## config.mk

```make
export PLATFORM = sky130hd
export DESIGN_NAME = mem_arbiter
export DESIGN_NICKNAME = d
export VERILOG_FILES = /design/src/rtl/mem_arbiter.sv
export SDC_FILE = /design/constraint.sdc
export NUM_CORES = 1
export LEC_CHECK = 0
export CORE_UTILIZATION = 35
export CTS_CLUSTER_DIAMETER = 120
export DETAILED_ROUTE_END_ITERATION = 10
export GPL_ROUTABILITY_DRIVEN = 0
export GPL_TIMING_DRIVEN = 0
export PLACE_DENSITY = 0.88
export RECOVER_POWER = 25
export SKIP_CTS_REPAIR_TIMING = 1
export SYNTH_ARGS = -nofsm -noshare
export SYNTH_HDL_FRONTEND = slang
export SYNTH_SLANG_ARGS = --single-unit
export TNS_END_PERCENT = 10
```

## constraint.sdc

```tcl
create_clock -name clk -period 2.3 [get_ports clk]
set_input_delay 0.575 -clock clk [delete_from_list [all_inputs] [get_ports clk]]
set_output_delay 0.575 -clock clk [all_outputs]
set_load 0.05 [all_outputs]
```

## src/rtl/mem_arbiter.sv

```systemverilog
// mem_arbiter: shares one word-addressed memory between the instruction-fetch
// port (read-only) and the data load/store port. At most one access is issued
// per cycle. Read data comes back from the memory one cycle after the grant,
// together with a one-cycle valid strobe for the requester that owns it.
module mem_arbiter #(
   parameter int DATA_WIDTH   = 16,
   parameter int ADDR_WIDTH   = 16,
   parameter int STARVE_LIMIT = 4
) (
   input  logic                  clk,
   input  logic                  rst_n,
   input  logic                  if_req,
   input  logic [ADDR_WIDTH-1:0] if_addr,
   output logic                  if_gnt,
   output logic                  if_rvalid,
   output logic [DATA_WIDTH-1:0] if_rdata,
   input  logic                  d_req,
   input  logic                  d_we,
   input  logic                  d_lock,
   input  logic [ADDR_WIDTH-1:0] d_addr,
   input  logic [DATA_WIDTH-1:0] d_wdata,
   output logic                  d_gnt,
   output logic                  d_rvalid,
   output logic [DATA_WIDTH-1:0] d_rdata,
   output logic [ADDR_WIDTH-1:0] mem_addr,
   output logic [DATA_WIDTH-1:0] mem_data,
   output logic                  mem_w,
   output logic                  mem_r,
   input  logic [DATA_WIDTH-1:0] mem_q
);

   localparam int CNT_W = 4;
   localparam logic [CNT_W-1:0] LIMIT = CNT_W'(STARVE_LIMIT);

   typedef enum logic [1:0] {
      OWN_NONE = 2'd0,
      OWN_IF   = 2'd1,
      OWN_D    = 2'd2
   } owner_t;

   owner_t                owner_p1;
   logic [CNT_W-1:0]      starve_cnt;
   logic                  starved;
   logic                  fetch_win;
   logic                  data_win;
   logic [ADDR_WIDTH-1:0] addr_last;
   logic [DATA_WIDTH-1:0] data_last;

   // Issue stage: pick the winner; requests are ignored while reset is held
   always_comb begin
      starved   = (starve_cnt == LIMIT);
      fetch_win = rst_n & if_req & (~d_req | (starved & ~d_lock));
      data_win  = rst_n & d_req & ~fetch_win;
      if (fetch_win) begin
         mem_addr = if_addr;
      end else if (data_win) begin
         mem_addr = d_addr;
      end else begin
         mem_addr = addr_last;
      end
      mem_data = data_win ? d_wdata : data_last;
   end

   assign if_gnt = fetch_win;
   assign d_gnt  = data_win;
   assign mem_w  = data_win & d_we;

   // Keep the last driven address/data on the memory bus while nobody is granted
   always_ff @(posedge clk) begin
      if (fetch_win | data_win) begin
         addr_last <= mem_addr;
      end
      if (data_win) begin
         data_last <= d_wdata;
      end
   end

   // Response stage: record who owns next cycle's read data and track fetch starvation
   always_ff @(posedge clk or negedge rst_n) begin
      if (!rst_n) begin
         owner_p1   <= OWN_NONE;
         starve_cnt <= '0;
      end else begin
         if (fetch_win) begin
            owner_p1 <= OWN_IF;
         end else if (data_win & ~d_we) begin
            owner_p1 <= OWN_D;
         end else begin
            owner_p1 <= OWN_NONE;
         end

         if (if_req & ~fetch_win) begin
            starve_cnt <= starved ? starve_cnt : starve_cnt + 1'b1;
         end else begin
            starve_cnt <= '0;
         end
      end
   end

   assign mem_r     = (owner_p1 != OWN_NONE);
   assign if_rvalid = (owner_p1 == OWN_IF);
   assign d_rvalid  = (owner_p1 == OWN_D);
   assign if_rdata  = mem_q;
   assign d_rdata   = mem_q;

endmodule

```

==> results.py <==
metrics = {
    "run_status": {
        "status": "finished with violations",
        "violations": "negative setup slack",
    },
    "pwr": {
        "total_leakage_power_nw": 1.54,
        "p_total_mw": 2.25,
        "powerDensity_nw_per_um2": 646,
        "ir_worst_vdd_mv": 0.432,
    },
    "worst_setup_path": {
        "cp.required_ns": 1.73,
        "worstPathMaxFanout": 6,
        "setup.worst_path.class": "register to output pin",
        "worstSetupEndpointType": "output pin",
        "start_kind": "register",
        "worst_ep_arrival_time_ns": 2.06,
    },
    "cells_and_area": {
        "drive_gt1_share_pct": 47.9,
        "multi_input_area_um2": 816,
        "seq_area_um2": 951,
        "instances_no_fill": 360,
        "nFillCells": 463,
        "area_growth_pct": 70.7,
        "stdcell_area_um2": 3480,
        "nets": 359,
        "antenna-diode-count": 0,
    },
    "logic_synthesis": {
        "synth_area_leaders": "edfxtp_1, dfxtp_1, mux2_2",
        "synth-edff-count": 16,
        "syn_inst": 152,
        "ys_seq_area_share_pct": 46.7,
        "ys_ff_latch": 38,
        "syn_area_per_cell_um2": 13.4,
        "synth_top_area_share_pct": 23.6,
        "ys_types": 28,
        "synth_most_common_cell": "buf_4",
        "yosys.area.top_type": "edfxtp_1",
        "synth_nets": 224,
        "synthTopCellsByCount": "buf_4, mux2_2, dfxtp_1, edfxtp_1, mux2_4",
        "ys.warnings.count": 0,
        "async_flop_share_pct": 15.8,
        "syn_area_um2": 2040,
        "synth-main-ff-cell": "edfxtp_1",
    },
    "sta": {
        "slew_viol_final": 0,
        "worst_pin_slew_ns": 0.639,
        "fmax_ghz": 0.380,
        "fin_crit_ns": 2.63,
        "hold_violations": 0,
        "relSlewSlack_pct": 57.4,
        "period_share_pct": 114,
        "rsz0062_at_grt": "true",
        "setup_viol": 34,
        "clock_skew_ns": 0.00553,
        "layout_setup_ws_ns": -0.332,
        "timing.setup.tns_ns": -8.58,
    },
    "routing": {
        "first_pass_iters": 4,
        "drc_errors": 0,
        "post_drt_wl_per_cell_um": 14.0,
        "drt_iter0_markers": 23,
        "ant_nets": 0,
        "via_per_inst": 4.45,
        "wirelength_mm": 5.02,
        "vias": 1601,
    },
    "global_routing": {
        "antenna_found_initial": 0,
        "grt_max_degree": 17,
        "grt_pass1_wl_mm": 7.49,
        "track_usage_pct": 15.9,
        "grt_pass1_vias": 1694,
        "grt_overflow_total": 0,
    },
    "clocking": {
        "cts_tree": "done",
        "cts_max_level": 2,
        "root_buffer": "clkbuf_8",
        "clk_pin_slew_ns": 0.08,
        "clk_path_buf_depth": 2,
        "clk_latency_ns": 0.28,
        "clock-sinks": 38,
        "cts_buffers": 5,
    },
    "placement": {
        "dpl.hpwl_mm": 3.77,
        "io_buffers": 123,
        "dp_cells": 347,
        "placed_area_um2": 3360,
        "pre_cts_ws_ns": -1.41,
    },
    "floorplanning": {
        "start_util_pct": 36.7,
        "rows": 27,
        "coreArea_um2": 5540,
        "die_area_um2": 6130,
        "die_y_um": 78.3,
        "die_x_um": 78.3,
        "ios": 140,
    },
    "min_path": {
        "hold_path_class": "input pin to asynchronous set/reset pin",
    },
    "job": {
        "drv_cap": 0,
    },
}
## routing by layer
layer,global-route usage [%],vias up,part of all wire (%)
li1,-,772,-
met1,15.7,732,37
met2,29.5,92,51
met3,6.74,5,10
met4,5.56,0,0.96
met5,0,-,0
## cells by family (layout without fill, tap and decap cells)
kind of cell	after synthesis	after routing	synth area share, %
AO/OA/AOI/OAI	9	9	4.24
XOR/XNOR	2	2	0.861
adder cells (fa/ha/maj)	2	2	1.23
buffers and inverters	41	177	15.4
flip-flops	38	38	46.7
multiplexers	42	42	25.5
AND/OR/NAND/NOR	18	18	6.02
## critical path, stage by stage (launching register included)
cell	delay [ns]
dfrtp_1	0.41
inv_2	0.08
ha_4	0.15
nand4bb_4	0.14
o21ba_4	0.30
buf_8	0.14
a221o_2	0.39
buf_8	0.16
## state kept, by name, indices dropped and copies added (netlist names)
name and cells:
addr_last 16, data_last 16, owner_p1 2, starve_cnt 4
## metrics by stage
step	utilization, %	hold slack (ns)
floorplan	-	0.279
global placement	60.7	0.454
detailed placement	60.7	0.454
CTS	62.3	0.477
global route	62.7	0.119
finish	62.7	0.130
## final timing paths
check | startpoint | end | slack, ns | depth (start not counted)
setup reg to reg | starve_cnt[1] | addr_last[6] | 0.43 | 6
hold reg to reg | data_last[5] | data_last[5] | 0.47 | 1
max in group asynchronous | rst_n | starve_cnt[3] | 1.98 | 1
hold / removal | rst_n | owner_p1[1] | 0.13 | 1
setup / recovery | starve_cnt[1] | mem_addr[6] | -0.33 | 7
min in group clk | data_last[5] | data_last[5] | 0.47 | 1
## where the power goes
group          switching (mW)  internal [mW]  total, mW  leakage [nW]
Sequential             0.0218          0.786      0.808         0.370
Clock                   0.229          0.242      0.471        0.0482
Combinational           0.566          0.401      0.967          1.12
Total                   0.817           1.43       2.25          1.54
## cell usage in the layout, fill, tap and decap left out, types with 2 or more instances in the layout
master / count
dfrtp_1: 6
buf_2: 24
edfxtp_1: 16
buf_8: 5
nor2b_1: 3
nor3_1: 3
a221o_2: 4
mux2i_1: 2
buf_6: 11
mux2_2: 22
clkbuf_8: 6
buf_4: 35
dlymetal6s2s_1: 4
clkdlybuf4s50_1: 83
inv_2: 3
mux2_4: 18
xnor2_1: 2
dfxtp_1: 16
and2_1: 5
## area by class of cell
class | count | area share (%)
Buffer | 36 | 8.57
Clock buffer | 7 | 2.48
Clock inverter | 1 | 0.144
Inverter | 4 | 0.432
Multi-Input combinational cell | 73 | 23.5
Sequential cell | 38 | 27.4
Tap cell | 72 | 2.59
Timing Repair Buffer | 129 | 35.0
Note: power is estimated with default switching activity, not from simulation.
